## src/rtl/sonar_ranger_if.sv

```systemverilog
// Signal bundle between a sonar ranging controller and its client logic.
// start is a one-cycle request honoured only while busy is low (no queuing);
// dist_valid is a one-cycle strobe with no backpressure, timeout qualifies it.
interface sonar_ranger_if;
  logic        start;
  logic        echo;
  logic        trig;
  logic        busy;
  logic [15:0] dist_us;
  logic        dist_valid;
  logic        timeout;

  modport master (
    output start, echo,
    input  trig, busy, dist_us, dist_valid, timeout
  );

  modport slave (
    input  start, echo,
    output trig, busy, dist_us, dist_valid, timeout
  );
endinterface

```

## src/rtl/sonar_ranger.sv

```systemverilog
// Ultrasonic ranger controller: fires a trigger pulse, times the echo width
// in microseconds and reports it, with timeouts and a dead time between shots.
module sonar_ranger #(
  parameter int CLK_PER_US = 50,
  parameter int TRIG_US    = 10,
  parameter int TIMEOUT_US = 30000,
  parameter int HOLDOFF_US = 20000
) (
  input  logic             sys_clk,
  input  logic             rst_n,
  sonar_ranger_if.slave    bus,
  output logic [2:0]       state_dbg
);

  localparam int PW = (CLK_PER_US > 1) ? $clog2(CLK_PER_US) : 1;
  localparam logic [PW-1:0] PRESC_MAX    = PW'(CLK_PER_US - 1);
  // Counters are compared one tick early so a transition lands exactly on
  // the edge where the count would reach its limit.
  localparam logic [15:0]   TRIG_LAST    = 16'(TRIG_US - 1);
  localparam logic [15:0]   TIMEOUT_LAST = 16'(TIMEOUT_US - 1);
  localparam logic [15:0]   HOLDOFF_LAST = 16'(HOLDOFF_US - 1);

  typedef enum logic [2:0] {
    S_IDLE      = 3'd0,
    S_TRIG      = 3'd1,
    S_WAIT_RISE = 3'd2,
    S_MEASURE   = 3'd3,
    S_HOLDOFF   = 3'd4
  } state_t;

  state_t        state;
  logic [PW-1:0] presc;
  logic [15:0]   us_cnt;
  logic          echo_m;
  logic          echo_s;
  logic          echo_p;
  logic          trig_q;
  logic          busy_q;
  logic [15:0]   dist_q;
  logic          dist_valid_q;
  logic          timeout_q;

  logic us_tick;
  logic echo_rise;
  logic echo_fall;

  assign us_tick   = (presc == PRESC_MAX);
  assign echo_rise = echo_s & ~echo_p;
  assign echo_fall = ~echo_s & echo_p;

  always_ff @(posedge sys_clk or negedge rst_n) begin
    if (!rst_n) begin
      state        <= S_IDLE;
      presc        <= '0;
      us_cnt       <= '0;
      echo_m       <= 1'b0;
      echo_s       <= 1'b0;
      echo_p       <= 1'b0;
      trig_q       <= 1'b0;
      busy_q       <= 1'b0;
      dist_q       <= '0;
      dist_valid_q <= 1'b0;
      timeout_q    <= 1'b0;
    end else begin
      echo_m       <= bus.echo;
      echo_s       <= echo_m;
      echo_p       <= echo_s;
      dist_valid_q <= 1'b0;

      if (us_tick) begin
        presc  <= '0;
        us_cnt <= us_cnt + 16'd1;
      end else begin
        presc  <= presc + PW'(1);
      end

      // Every branch that changes state also restarts the time base.
      case (state)
        S_IDLE: begin
          presc  <= '0;
          us_cnt <= '0;
          if (bus.start) begin
            state  <= S_TRIG;
            trig_q <= 1'b1;
            busy_q <= 1'b1;
          end
        end
        S_TRIG: begin
          if (us_tick && us_cnt == TRIG_LAST) begin
            state  <= S_WAIT_RISE;
            trig_q <= 1'b0;
            presc  <= '0;
            us_cnt <= '0;
          end
        end
        S_WAIT_RISE: begin
          if (echo_rise) begin
            state  <= S_MEASURE;
            presc  <= '0;
            us_cnt <= '0;
          end else if (us_tick && us_cnt == TIMEOUT_LAST) begin
            state        <= S_HOLDOFF;
            dist_q       <= 16'hFFFF;
            dist_valid_q <= 1'b1;
            timeout_q    <= 1'b1;
            presc        <= '0;
            us_cnt       <= '0;
          end
        end
        S_MEASURE: begin
          // A fall in the same cycle as the limit still reports a width.
          if (echo_fall) begin
            state        <= S_HOLDOFF;
            dist_q       <= us_cnt;
            dist_valid_q <= 1'b1;
            timeout_q    <= 1'b0;
            presc        <= '0;
            us_cnt       <= '0;
          end else if (us_tick && us_cnt == TIMEOUT_LAST) begin
            state        <= S_HOLDOFF;
            dist_q       <= 16'hFFFF;
            dist_valid_q <= 1'b1;
            timeout_q    <= 1'b1;
            presc        <= '0;
            us_cnt       <= '0;
          end
        end
        S_HOLDOFF: begin
          if (us_tick && us_cnt == HOLDOFF_LAST) begin
            state  <= S_IDLE;
            busy_q <= 1'b0;
            presc  <= '0;
            us_cnt <= '0;
          end
        end
        default: begin
          state  <= S_IDLE;
          trig_q <= 1'b0;
          busy_q <= 1'b0;
          presc  <= '0;
          us_cnt <= '0;
        end
      endcase
    end
  end

  assign bus.trig       = trig_q;
  assign bus.busy       = busy_q;
  assign bus.dist_us    = dist_q;
  assign bus.dist_valid = dist_valid_q;
  assign bus.timeout    = timeout_q;
  assign state_dbg      = state;

endmodule

```

## src/flat_wrapper.sv

```systemverilog
// flat-port wrapper written by rule: the top's interface ports become plain ports
module sonar_ranger_flat 
#(
  parameter int CLK_PER_US = 50,
  parameter int TRIG_US    = 10,
  parameter int TIMEOUT_US = 30000,
  parameter int HOLDOFF_US = 20000
)
  (sys_clk, rst_n, state_dbg, bus_start, bus_echo, bus_trig, bus_busy, bus_dist_us, bus_dist_valid, bus_timeout);
  sonar_ranger_if bus_i ();
  input  logic sys_clk;
  input  logic rst_n;
  output logic [2:0] state_dbg;
  input wire logic [$bits(bus_i.start)-1:0] bus_start;
  input wire logic [$bits(bus_i.echo)-1:0] bus_echo;
  output wire logic [$bits(bus_i.trig)-1:0] bus_trig;
  output wire logic [$bits(bus_i.busy)-1:0] bus_busy;
  output wire logic [$bits(bus_i.dist_us)-1:0] bus_dist_us;
  output wire logic [$bits(bus_i.dist_valid)-1:0] bus_dist_valid;
  output wire logic [$bits(bus_i.timeout)-1:0] bus_timeout;
  assign bus_i.start = bus_start;
  assign bus_i.echo = bus_echo;
  assign bus_trig = bus_i.trig;
  assign bus_busy = bus_i.busy;
  assign bus_dist_us = bus_i.dist_us;
  assign bus_dist_valid = bus_i.dist_valid;
  assign bus_timeout = bus_i.timeout;
  sonar_ranger #(.CLK_PER_US(CLK_PER_US), .TRIG_US(TRIG_US), .TIMEOUT_US(TIMEOUT_US), .HOLDOFF_US(HOLDOFF_US)) u_core (.sys_clk(sys_clk), .rst_n(rst_n), .bus(bus_i), .state_dbg(state_dbg));
endmodule
```

## config.mk

```make
export PLATFORM = sky130hd
export DESIGN_NAME = sonar_ranger_flat
export DESIGN_NICKNAME = d
export VERILOG_FILES = /design/src/rtl/sonar_ranger_if.sv /design/src/rtl/sonar_ranger.sv /design/src/flat_wrapper.sv
export SDC_FILE = /design/constraint.sdc
export NUM_CORES = 1
export LEC_CHECK = 0
export ABC_CLOCK_PERIOD_IN_PS = 2810
export CELL_PAD_IN_SITES_DETAIL_PLACEMENT = 0
export CELL_PAD_IN_SITES_GLOBAL_PLACEMENT = 1
export CORE_MARGIN = 2
export CORE_UTILIZATION = 40
export DETAILED_ROUTE_END_ITERATION = 8
export PLACE_DENSITY = 0.78
export SYNTH_ARGS = -nofsm -noshare
export SYNTH_HDL_FRONTEND = slang
export SYNTH_SLANG_ARGS = --single-unit
```

## constraint.sdc

```tcl
create_clock -name sys_clk -period 2.81 [get_ports sys_clk]
set_clock_uncertainty 0.1 [all_clocks]
set_input_delay 0.562 -clock sys_clk [delete_from_list [all_inputs] [get_ports sys_clk]]
set_output_delay 0.562 -clock sys_clk [all_outputs]
set_load 0.02 [all_outputs]
```

# Word-level counts from Yosys, hierarchy flattened

Index checks and enable logic that the tools add are counted.

Register bits: 48
Input bits: 4

$add $sub $neg: 2
Equal/unequal tests: 12
Mux-type cells: 38
Bitwise gates (word level): 6
Reductions and logical operators: 11

Operator list:

| operator              | number |
|---|---|
| $mux 16               | 9 |
| $pmux 16 s4           | 1 |
| $mux 6                | 6 |
| $eq 16x15->1 const B  | 2 |
| $pmux 16 s2           | 1 |
| $pmux 6 s4            | 1 |
| $mux 3                | 6 |
| $add 16x1->16 const B | 1 |
| $eq 16x4->1 const B   | 1 |
| $pmux 3 s5            | 1 |
| $mux 1                | 9 |
| $reduce_and 3->1      | 3 |
| $add 6x1->6 const B   | 1 |
| $eq 3x2->1 const B    | 2 |
| $eq 6x6->1 const B    | 1 |
| $pmux 1 s3            | 2 |
| $reduce_or 3->1       | 2 |
| $ne 2x1->1 const B    | 2 |
| $ne 2x2->1 const B    | 2 |
| $not 1->1             | 4 |
| $pmux 1 s2            | 2 |
| $eq 3x1->1 const B    | 1 |
| $eq 3x3->1 const B    | 1 |
| $logic_and 1x1->1     | 3 |
| 4 further kinds       | 5 |

# Longest topological paths before layout

Gate-level depths: netlist of the first run.

Depth after elaboration: 5
Mapped depth: 8
Mapped depth without buffers: 7

# Least setup slack after synthesis of the first run

Ideal clock, no wire load.

Path type: flip-flop to flip-flop
Start: register u_core.presc[1]
End: register u_core.us_cnt[5]
Setup time: 0.119 ns
Arrival: 1.895 ns
Required time: 2.591 ns
Path slack: 0.696 ns
Cell stages (with the launch flop): 9
Cells stage by stage: dfrtp_1 > inv_1 > ha_1 > nand4b_4 > nor4_4 > nand3_4 > a221oi_4 > buf_6 > nor2_1

Longest elaborated chain between the ends: 5
Elaborated cells on any way between the ends: 11

Ends and longest elaborated chain:

| item                                                | RTL line                                                     | RTL |
|---|---|---|
| from (decl)                                         | sonar_ranger.sv:32                                           | `logic [PW-1:0] presc;` |
| from (signal assigned)                              | sonar_ranger.sv:74                                           | `presc <= presc + PW'(1);` |
| $eq 6x6->1 (*)                                      | sonar_ranger.sv:47                                           | `assign us_tick = (presc == PRESC_MAX);` |
| $mux 16 / $logic_and 1x1->1 (equally long branches) | sonar_ranger.sv:70, sonar_ranger.sv:101, sonar_ranger.sv:119 |  |
| $mux 16                                             | sonar_ranger.sv:101, sonar_ranger.sv:119                     |  |
| $mux 16, on equally long branches                   | sonar_ranger.sv:112, sonar_ranger.sv:97                      |  |
| $pmux 16 s4 (*)                                     | sonar_ranger.sv:78                                           | `case (state)` |
| to (signal assigned)                                | sonar_ranger.sv:72                                           | `us_cnt <= us_cnt + 16'd1;` |
| to (decl)                                           | sonar_ranger.sv:33                                           | `logic [15:0] us_cnt;` |

Mark *: on every way between the ends. The rest lies on a longest branch, timed or not.
A chain may end at the register's enable or synchronous reset.

# Worst setup path after layout of the first run

Start: register u_core.us_cnt[5]
End: register u_core.us_cnt[7]

Longest elaborated chain between the ends: 5
Elaborated cells on any way between the ends: 14

Ends and longest elaborated chain:

| item                                                 | RTL line |
|---|---|
| $add 16x1->16 / $eq 16x15->1 (equally long branches) | sonar_ranger.sv:72, sonar_ranger.sv:101, sonar_ranger.sv:119 |
| $mux 16 / $logic_and 1x1->1 (equally long branches)  | sonar_ranger.sv:70, sonar_ranger.sv:101, sonar_ranger.sv:119 |
| $mux 16                                              | sonar_ranger.sv:101, sonar_ranger.sv:119 |
| $mux 16, on equally long branches                    | sonar_ranger.sv:112, sonar_ranger.sv:97 |
| $pmux 16 s4 (*)                                      | sonar_ranger.sv:78 |

Marks and branches as above.

==> impl_results.md, run 1 <==
* Highest clock rate at 417 MHz
* Share of the yosys chip area belonging to registers at 0.532
* Class of the most critical hold timing path: in2async
* Number of max-capacitance violations reported at 0
* CP Launch Type: flip-flop
* Clock Tree Root: sky130_fd_sc_hd__clkbuf_8
* Wirelength, routed at 4630 µm
* Post-synthesis to final-layout area growth at 21.6%
* Number of failing hold endpoints at the final stage at 0
* RD Place Congestion at between 0.7 and 0.8
* Routed length per placed instance at about 15 µm
* Fill count at 528
* Worst path max stage delay at 590 ps
* Initial antenna violation count at 0
* Slew headroom at 0.617
* Ports placed on the boundary at 27
* Power density normalized to cell area at just over 900 nW/µm²
* Share of the synthesized area in compound gates (AO/OA/AOI/OAI) at 0.146
* Ys async rst share at 1.00
* Number of design rule violations left after detail routing at 0
* Net count reported at finish at 238
* Die Ht at 79.2 µm
* Yosys warning count at 0
* Critical path's slowest cell: sky130_fd_sc_hd__or4_1
* Summed instance area of the synthesized netlist at approximately 2300 µm²
* Leading cell type in the layout, fill and taps excluded: sky130_fd_sc_hd__dfrtp_1
* Share of synthesized area spent on multiplexers at 0
* Synthesized Nets at 206
* CP Data Arrival Time at 2500 ps
* Post-route minimum period at 2400 ps
* Post-cts gate resize count at 0
* Post-detailed-placement half-perimeter wirelength at 3330 µm
* Fraction of the mapped netlist area in simple logic gates at 0.197
* Layout cells sized above 1 at 0.156
* Global router's overall resource usage at 0.172
* Library cell with the largest summed area after synthesis: sky130_fd_sc_hd__dfrtp_1
* Final critical-path setup slack at 410 ps
* Crit-path cells: or4_1 -> nor4_1 -> a31oi_1 -> a221oi_4 -> buf_4 -> nor2_1
* Critical path start-end classification: reg2reg
* Slew Viols, Final at 0
* Syn avg cell area at roughly 11 µm²
* Lkg Pwr at 1.17 nW
* Clock tree from TritonCTS: done
* Max H-tree Level at 2
* Number of buffers between clock root and the deepest sink at 2
* Starting density of the core at 0.413
* Hold-fix buffer count after cts at 0
* Most frequent cells in the layout: 48 x sky130_fd_sc_hd__dfrtp_1, 30 x sky130_fd_sc_hd__nor2_1, 25 x sky130_fd_sc_hd__clkdlybuf4s50_1, 12 x sky130_fd_sc_hd__xor2_1
* Floorplan core area at about 5500 µm²
* Combinational family with the most area after synthesis: simple AND/OR/NAND/NOR gates
* Global-route wire length before repair at just over 8000 µm
* Xor/xnor share of the synthesized area at 0.0775
* Post-synthesis instance total at 198
* Worst setup EP type: flip-flop
* Pin count of the biggest net entering global routing at 26
* Synth Register Bits at 48
* First DRT Iteration DRCs at 118
* Transition time at the pin with the least slew margin at 570 ps
* First drt pass iteration count at 4
* Final Setup Violations at 0
* Clock Sinks at 48
* Diode count at 0
* Vias in the first global route at 1630
* Via count at 1611
* RSZ-0062 raised after global routing: no
* Number of flops mapped to enable cells by yosys at 0
* CP Max Fanout at 7
* Die Outline Area at 6270 µm²
* Critical path required time at 2910 ps
* Clock Latency Late Sink at around 310 ps
* Fin crit share at 0.854
* Pre-CTS worst setup slack at 404 ps
* Post-synthesis share of cell area spent on full adders, half adders and majority gates at 0.0221
* Synth top area share at 0.532
* Gr ovfl total at 0
* Run status: completed
* Number of buffers added on ports at 26
* TritonCTS buffer count at 5
* Die X at 79.2 µm
* Row count at 27
* Largest voltage drop on the vdd net at around 0.4 mV
* Setup repair bufs after CTS at 0
* Primary FF master, synth: sky130_fd_sc_hd__dfrtp_1
* Post-synthesis cell type count at 45
* Clock-pin slew of the registers on the worst-case setup and hold paths at 90 ps
* Dominant cells by area after synthesis: sky130_fd_sc_hd__dfrtp_1 53%, sky130_fd_sc_hd__nor2_1 5.0%, sky130_fd_sc_hd__xor2_1 4.7%
* Final setup TNS at 0 ps
* Ratio of routed vias to standard cells at 5.32
* Detail Route Antenna Nets at 0
-- worst max-delay path, delay by kind of cell, from the launching register on --
family	cells	cell delay, ps
AND/OR/NAND/NOR	3	850
flip-flops	1	470
AO/OA/AOI/OAI	2	650
buffers and inverters	1	220
-- Yosys cell counts, types with 2 or more instances --
master / n
sky130_fd_sc_hd__nand3_1: 7
sky130_fd_sc_hd__o21bai_1: 2
sky130_fd_sc_hd__a211oi_1: 3
sky130_fd_sc_hd__nand4b_1: 2
sky130_fd_sc_hd__ha_1: 4
sky130_fd_sc_hd__clkbuf_1: 5
sky130_fd_sc_hd__nor2_1: 30
sky130_fd_sc_hd__a21oi_1: 3
sky130_fd_sc_hd__or2_2: 2
sky130_fd_sc_hd__xnor2_1: 8
sky130_fd_sc_hd__inv_1: 2
sky130_fd_sc_hd__o22a_2: 8
sky130_fd_sc_hd__dfrtp_1: 48
sky130_fd_sc_hd__buf_2: 2
sky130_fd_sc_hd__a41oi_1: 2
sky130_fd_sc_hd__o21ai_0: 4
sky130_fd_sc_hd__buf_6: 2
sky130_fd_sc_hd__a31oi_1: 2
sky130_fd_sc_hd__nor3_1: 5
sky130_fd_sc_hd__nand4_1: 6
sky130_fd_sc_hd__xor2_1: 12
sky130_fd_sc_hd__o22a_1: 8
sky130_fd_sc_hd__nand2_1: 7
sky130_fd_sc_hd__nand2b_1: 3
-- final timing paths --
path	startpoint	slack [ps]	end	depth (start not counted)
setup / recovery	u_core.us_cnt[5]	410	u_core.us_cnt[7]	6
hold / removal	rst_n	140	u_core.presc[3]	1
setup reg to reg	u_core.us_cnt[5]	410	u_core.us_cnt[7]	6
hold reg to reg	u_core.echo_m	250	u_core.echo_s	0
max in group asynchronous	rst_n	1940	u_core.bus.dist_us[14]	2
min in group sys_clk	u_core.echo_m	250	u_core.echo_s	0
-- metrics by stage --
stage,utilization,cell area [µm²],instances,power [mW],hold slack (ps)
2_1_floorplan,-,2260,198,1.60,166
3_3_place_gp,0.480,2630,295,2.02,237
3_5_place_dp,0.480,2630,295,2.03,240
4_1_cts,0.502,2750,303,2.57,150
5_1_grt,0.502,2750,303,2.70,176
6_report,0.502,2750,303,2.53,142
-- routing by layer --
metal  track usage  share of wire
met5             0              0
met4        0.0672          0.014
met3        0.0341          0.034
met2         0.257           0.46
met1         0.246           0.49
-- logic make-up after synthesis --
kind of cell / after synthesis
AOI/OAI and AO/OA: 38
xor gates and xnor gates: 20
adders and majority gates: 4
and+or+nand+nor: 77
DFF: 48
buffers and inverters: 11
-- report_power, final --
part / switching (mW) / internal, mW
clock network: 0.228 / 0.291
logic: 0.510 / 0.494
registers: 0.143 / 0.861
total: 0.881 / 1.65
-- registers in the layout, summed over array words and instances (netlist names) --
signal	cells
u_core.bus.busy	1
u_core.bus.dist_us	16
u_core.state_dbg	3
u_core.echo_m	1
u_core.echo_s	1
u_core.bus.timeout	1
u_core.presc	6
u_core.echo_p	1
u_core.bus.dist_valid	1
u_core.bus.trig	1
u_core.us_cnt	16
-- layout make-up --
class                           count  area (µm²)  area share
Sequential cell                    48        1200       0.437
Multi-Input combinational cell    139        1000       0.364
Timing Repair Buffer               34         328       0.119
Tap cell                           72        90.1      0.0328
Clock buffer                        6        82.6      0.0301
Clock inverter                      2        38.8      0.0141
Inverter                            2        7.51     0.00273
Power figures use the tool's default switching activity.
==> run 2, diff against run 1 <==
--- a/config.mk
+++ b/config.mk
@@ -10,8 +10,10 @@
 export CELL_PAD_IN_SITES_GLOBAL_PLACEMENT = 1
 export CORE_MARGIN = 2
 export CORE_UTILIZATION = 40
+export CTS_BUF_LIST = sky130_fd_sc_hd__clkbuf_16
 export DETAILED_ROUTE_END_ITERATION = 8
-export PLACE_DENSITY = 0.78
+export PLACE_DENSITY_LB_ADDON = 0.1
 export SYNTH_ARGS = -nofsm -noshare
 export SYNTH_HDL_FRONTEND = slang
 export SYNTH_SLANG_ARGS = --single-unit
+export TNS_END_PERCENT = 5
==> run 2 against run 1 <==
Effect of this change: global-route usage shrank 0.52 points; combinational power hardly changed; power rose by 6.4%; cell count decreased by 0.66%; via count grew 0.19%; cell area increased by 0.82%; largest cell class unchanged; largest power group unchanged; highest routed layer unchanged.
==> impl_results.md, run 2 (synthesized netlist as in run 1, its figures left out) <==
* Run status: completed
* First drt pass iteration count at 4 (unchanged)
* Fill count at 502 (-4.9%)
* Wirelength, routed at 4760 µm (+3.0%)
* Detail Route Antenna Nets at 0 (unchanged)
* Pin count of the biggest net entering global routing at 31 (+19%)
* DP Area at 2600 µm² (-1.0%)
* Largest voltage drop on the vdd net at 0.473 mV (+17%)
* Floorplan core area at 5470 µm² (unchanged)
* Total area of sequential cells at 1200 µm² (unchanged)
* Lkg Pwr at 1.18 nW (+0.30%)
* Via count at 1614 (+0.19%)
* Layout cells sized above 1 at 0.148 (-0.00737)
* Global router's overall resource usage at 0.167 (-0.00519)
* Transition time at the pin with the least slew margin at 738 ps (+168 ps)
* Number of failing hold endpoints at the final stage at 0 (unchanged)
* Final Setup Violations at 0 (unchanged)
* Ports placed on the boundary at 27 (unchanged)
* Critical path's slowest cell: sky130_fd_sc_hd__nor4_4
* Class of the most critical hold timing path: in2async
* Clock Sinks at 48 (unchanged)
* Worst path max stage delay at 420 ps (-170 ps)
* RSZ-0062 raised after global routing: no
* Number of design rule violations left after detail routing at 0 (unchanged)
* Critical path required time at 2940 ps (+30 ps)
* Diode count at 0 (unchanged)
* Fin crit share at 0.844 (-0.0104)
* Die Outline Area at 6270 µm² (unchanged)
* TritonCTS buffer count at 5 (unchanged)
* Clock Latency Late Sink at 290 ps (-20 ps)
* Combined area of the multi-input logic cells at 1000 µm² (unchanged)
* Number of buffers between clock root and the deepest sink at 2 (unchanged)
* Slew headroom at 0.504 (-0.113)
* Slew Viols, Final at 0 (unchanged)
* RD Place Congestion at 0.808 (+2.7%)
* Initial antenna violation count at 0 (unchanged)
* Number of buffers added on ports at 26 (unchanged)
* Row count at 27 (unchanged)
* Crit-path cells: inv_1 -> ha_1 -> nand4b_4 -> nor4_4 -> nand3_4 -> o31ai_4 -> buf_4 -> o22a_1
* Overall power consumption at 2.69 mW (+6.4%)
* CP Launch Type: flip-flop
* Routed length per placed instance at 15.8 µm (+3.7%)
* Hold-fix buffer count after cts at 0 (unchanged)
* Max H-tree Level at 2 (unchanged)
* CP Max Fanout at 11 (+4)
* Most frequent cells in the layout: 48 x sky130_fd_sc_hd__dfrtp_1, 30 x sky130_fd_sc_hd__nor2_1, 25 x sky130_fd_sc_hd__clkdlybuf4s50_1, 12 x sky130_fd_sc_hd__xor2_1
* Post-synthesis to final-layout area growth at 22.6%
* CP Data Arrival Time at 2500 ps (about the same)
* WP buf/inv at 2 (+1)
* Highest clock rate at 422 MHz (+1.2%)
* Power density normalized to cell area at 970 nW/µm² (+5.5%)
* Worst setup EP type: flip-flop
* Design area at 2770 µm² (+0.82%)
* Starting density of the core at 0.413 (unchanged)
* Leading cell type in the layout, fill and taps excluded: sky130_fd_sc_hd__dfrtp_1
* Critical path's top delay family: simple AND/OR/NAND/NOR gates
* Critical path start-end classification: reg2reg
* Post-cts gate resize count at 0 (unchanged)
* Gr ovfl total at 0 (unchanged)
* Post-detailed-placement half-perimeter wirelength at 3490 µm (+4.8%)
* Net count reported at finish at 236 (-0.84%)
* Clock tree from TritonCTS: done
* Die X at 79.2 µm (unchanged)
* Ratio of routed vias to standard cells at 5.36 (+0.85%)
* Layout Utilization at 0.506 (+0.00411)
* Setup repair bufs after CTS at 0 (unchanged)
* Clock Tree Root: sky130_fd_sc_hd__clkbuf_16
* Final setup TNS at 0 ps (unchanged)
* Die Ht at 79.2 µm (unchanged)
* Clock-pin slew of the registers on the worst-case setup and hold paths at 70 ps (-20 ps)
* First DRT Iteration DRCs at 98 (-17%)
* Vias in the first global route at 1653 (+1.4%)
* Number of max-capacitance violations reported at 0 (unchanged)
* Global-route wire length before repair at 8140 µm (-2.1%)
* Post-route minimum period at 2370 ps (-29.4 ps)
[run 2: changes by cell type in the layout (fill, tap and decap cells not counted), sizes merged]
| cell | previous run | this run |
|---|---|---|
| clkinv | 1 | 0 |
| clkinvlp | 0 | 1 |
| inv | 2 | 3 |
| buf | 9 | 7 |
| clkbuf | 6 | 5 |
[run 2: power by group]
group	leakage (nW)	total [mW]	switching [mW]	internal, mW
Sequential	0.618	1.01	0.145	0.863
Clock	0.0804	0.680	0.257	0.423
Combinational	0.477	1.00	0.510	0.491
Total	1.18	2.69	0.912	1.78
[run 2: layout make-up]
type	instances	area share
Inverter	2	0.00271
Clock inverter	3	0.0167
Timing Repair Buffer	32	0.108
Sequential cell	48	0.434
Tap cell	72	0.0325
Clock buffer	5	0.0452
Multi-Input combinational cell	139	0.361
[run 2: per-stage QoR]
| stage | setup WS (ps) | cells | hold slack (ps) |
|---|---|---|---|
| after floorplan | 696 | 198 | 166 |
| after global placement | 455 | 293 | 248 |
| after detailed placement | 404 | 293 | 243 |
| after CTS | 392 | 301 | 115 |
| after global routing | 227 | 301 | 134 |
| final | 440 | 301 | 100 |
[run 2: routing by layer]
layer	GRT usage	part of all wire	up-vias
met3	0.0409	0.039	11
met1	0.224	0.47	793
met5	0	0	-
met4	0.0741	0.016	0
li1	-	-	771
met2	0.256	0.48	39
[run 2: final timing paths]
path | startpoint | end | slack (ps) | depth (start not counted)
setup / recovery | u_core.presc[1] | u_core.bus.dist_us[13] | 440 | 8
hold / removal | rst_n | u_core.bus.dist_us[0] | 100 | 1
setup reg to reg | u_core.presc[1] | u_core.bus.dist_us[13] | 440 | 8
hold reg to reg | u_core.echo_m | u_core.echo_s | 260 | 0
max in group asynchronous | rst_n | u_core.us_cnt[7] | 1780 | 2
min in group sys_clk | u_core.echo_m | u_core.echo_s | 260 | 0
==> run 3, diff against run 2 <==
--- a/config.mk
+++ b/config.mk
@@ -5,7 +5,7 @@
 export SDC_FILE = /design/constraint.sdc
 export NUM_CORES = 1
 export LEC_CHECK = 0
-export ABC_CLOCK_PERIOD_IN_PS = 2810
+export ABC_CLOCK_PERIOD_IN_PS = 2360
 export CELL_PAD_IN_SITES_DETAIL_PLACEMENT = 0
 export CELL_PAD_IN_SITES_GLOBAL_PLACEMENT = 1
 export CORE_MARGIN = 2
==> constraint.sdc (replaced) <==
create_clock -name sys_clk -period 2.36 [get_ports sys_clk]
set_clock_uncertainty 0.1 [all_clocks]
set_input_delay 0.472 -clock sys_clk [delete_from_list [all_inputs] [get_ports sys_clk]]
set_output_delay 0.472 -clock sys_clk [all_outputs]
set_load 0.02 [all_outputs]
==> run 3 against run 2 <==
Effect of this change: global-route usage up 1.2 points; register-to-register slack worse by 330 ps; power up 19%; sequential share of layout area down 1.2 points; sequential cell count unchanged; wire length up 3.5%; worst hold slack better by 73 ps; critical endpoint is now u_core.us_cnt[13].
==> impl_results.md, run 3 (synthesized netlist as in run 1, its figures left out) <==
* RD Place Congestion at 0.799 (-1.1%)
* Highest clock rate at 445 MHz (+5.5%)
* Pin count of the biggest net entering global routing at 49 (+58%)
* Largest voltage drop on the vdd net at 0.594 mV (+26%)
* Final Setup Violations at 0 (unchanged)
* Run status: completed
* Combined area of the multi-input logic cells at 1010 µm² (+1.3%)
* Routed length per placed instance at 15.9 µm (+0.46%)
* Most frequent cells in the layout: 48 x sky130_fd_sc_hd__dfrtp_1, 30 x sky130_fd_sc_hd__nor2_1, 25 x sky130_fd_sc_hd__clkdlybuf4s50_1, 15 x sky130_fd_sc_hd__buf_4, 12 x sky130_fd_sc_hd__xor2_1
* Die Ht at 79.2 µm (unchanged)
* Gr ovfl total at 0 (unchanged)
* Critical path start-end classification: reg2reg
* Number of design rule violations left after detail routing at 0 (unchanged)
* Overall power consumption at 3.21 mW (+19%)
* Initial antenna violation count at 0 (unchanged)
* CP Data Arrival Time at 2320 ps (-180 ps)
* Number of failing hold endpoints at the final stage at 0 (unchanged)
* Number of buffers between clock root and the deepest sink at 2 (unchanged)
* First DRT Iteration DRCs at 47 (-52%)
* Power density normalized to cell area at 1130 nW/µm² (+16%)
* Detail Route Antenna Nets at 0 (unchanged)
* Die Outline Area at 6270 µm² (unchanged)
* Die X at 79.2 µm (unchanged)
* Clock tree from TritonCTS: done
* Max H-tree Level at 2 (unchanged)
* Lkg Pwr at 1.23 nW (+4.2%)
* Post-route minimum period at 2250 ps (-124 ps)
* Global-route wire length before repair at 8670 µm (+6.5%)
* Clock-pin slew of the registers on the worst-case setup and hold paths at 60 ps (about the same)
* Crit-path cells: or3_4 -> nor4_4 -> nand3_4 -> a221oi_4 -> buf_4 -> nor2_1
* Fin crit share at 0.952 (+0.108)
* Hold-fix buffer count after cts at 0 (unchanged)
* Leading cell type in the layout, fill and taps excluded: sky130_fd_sc_hd__dfrtp_1
* Number of buffers added on ports at 26 (unchanged)
* Slew headroom at 0.605 (+0.101)
* Worst setup EP type: flip-flop
* CP Max Fanout at 10 (-1)
* Ratio of routed vias to standard cells at 5.30 (-1.2%)
* Post-detailed-placement half-perimeter wirelength at 3540 µm (+1.5%)
* Clock Latency Late Sink at 290 ps (about the same)
* Critical path required time at 2440 ps (-500 ps)
* Global router's overall resource usage at 0.179 (+0.0121)
* Vias in the first global route at 1699 (+2.8%)
* Via count at 1643 (+1.8%)
* Clock Tree Root: sky130_fd_sc_hd__clkbuf_16
* Post-synthesis to final-layout area growth at 26.0%
* Net count reported at finish at 245 (+3.8%)
* CP Launch Type: flip-flop
* Floorplan core area at 5470 µm² (unchanged)
* RSZ-0062 raised after global routing: no
* Layout Utilization at 0.520 (+0.0139)
* Critical path's slowest cell: sky130_fd_sc_hd__dfrtp_1
* Clock Sinks at 48 (unchanged)
* Number of max-capacitance violations reported at 0 (unchanged)
* Diode count at 0 (unchanged)
* Starting density of the core at 0.413 (unchanged)
* Worst path max stage delay at 460 ps (+40 ps)
* First drt pass iteration count at 4 (unchanged)
* Wirelength, routed at 4930 µm (+3.5%)
* Row count at 27 (unchanged)
* TritonCTS buffer count at 5 (unchanged)
* Class of the most critical hold timing path: in2async
* Fill count at 520 (+3.6%)
* Total area of sequential cells at 1200 µm² (unchanged)
* Slew Viols, Final at 0 (unchanged)
* Final setup TNS at 0 ps (unchanged)
* Transition time at the pin with the least slew margin at 592 ps (-145 ps)
* Ports placed on the boundary at 27 (unchanged)
* Layout cells sized above 1 at 0.189 (+0.0406)
[run 3: power breakdown]
part           switching (mW)  total, mW  internal, mW
registers               0.169       1.20          1.03
logic                   0.611       1.21         0.600
clock network           0.307      0.805         0.498
total                    1.09       3.21          2.12
[run 3: area by class of cell]
cell class,count,share of cell area
sequential,48,0.422
multi-input combinational,139,0.356
inverter,2,0.00264
timing repair buffer,41,0.129
clock inverter,3,0.0149
clock buffer,5,0.0440
tap,72,0.0316
[run 3: path summary, 6_finish.rpt]
path / start / endpoint / slack (ps) / cells past startpoint
min in group sys_clk: u_core.echo_m / u_core.echo_s / 250 / 0
max in group asynchronous: rst_n / u_core.us_cnt[15] / 1590 / 2
max: u_core.us_cnt[7] / u_core.us_cnt[13] / 110 / 6
min: rst_n / u_core.bus.dist_us[3] / 170 / 2
min reg2reg: u_core.echo_m / u_core.echo_s / 250 / 0
max reg2reg: u_core.us_cnt[7] / u_core.us_cnt[13] / 110 / 6
[run 3: critical path, delay by kind of cell (launching register included)]
family                 cells  cell delay [ps]
and+or+nand+nor            4             1030
DFF                        1              460
AOI/OAI and AO/OA          1              320
buffers and inverters      1              210
[run 3: layer usage]
| metal | vias to the layer above | global-route usage | wire (µm) |
|---|---|---|---|
| li1 | 788 | - | - |
| met1 | 823 | 0.241 | 2350 |
| met2 | 25 | 0.285 | 2370 |
| met3 | 7 | 0.0409 | 143 |
| met4 | 0 | 0.0603 | 66 |
| met5 | - | 0 | 0 |
[run 3: what timing repair did]
item	CTS	global route
setup buffers	0	1
setup endpoints to repair	0	25
resized for setup	0	2
[run 3: through the flow]
step / cell area, µm² / instances / setup slack, ps / hold slack, ps
2_1_floorplan: 2260 / 198 / 246 / 76.4
3_3_place_gp: 2660 / 301 / 168 / 249
3_5_place_dp: 2660 / 301 / 114 / 236
4_1_cts: 2830 / 309 / 99.9 / 207
5_1_grt: 2850 / 310 / 1.47 / 242
6_report: 2850 / 310 / 114 / 173
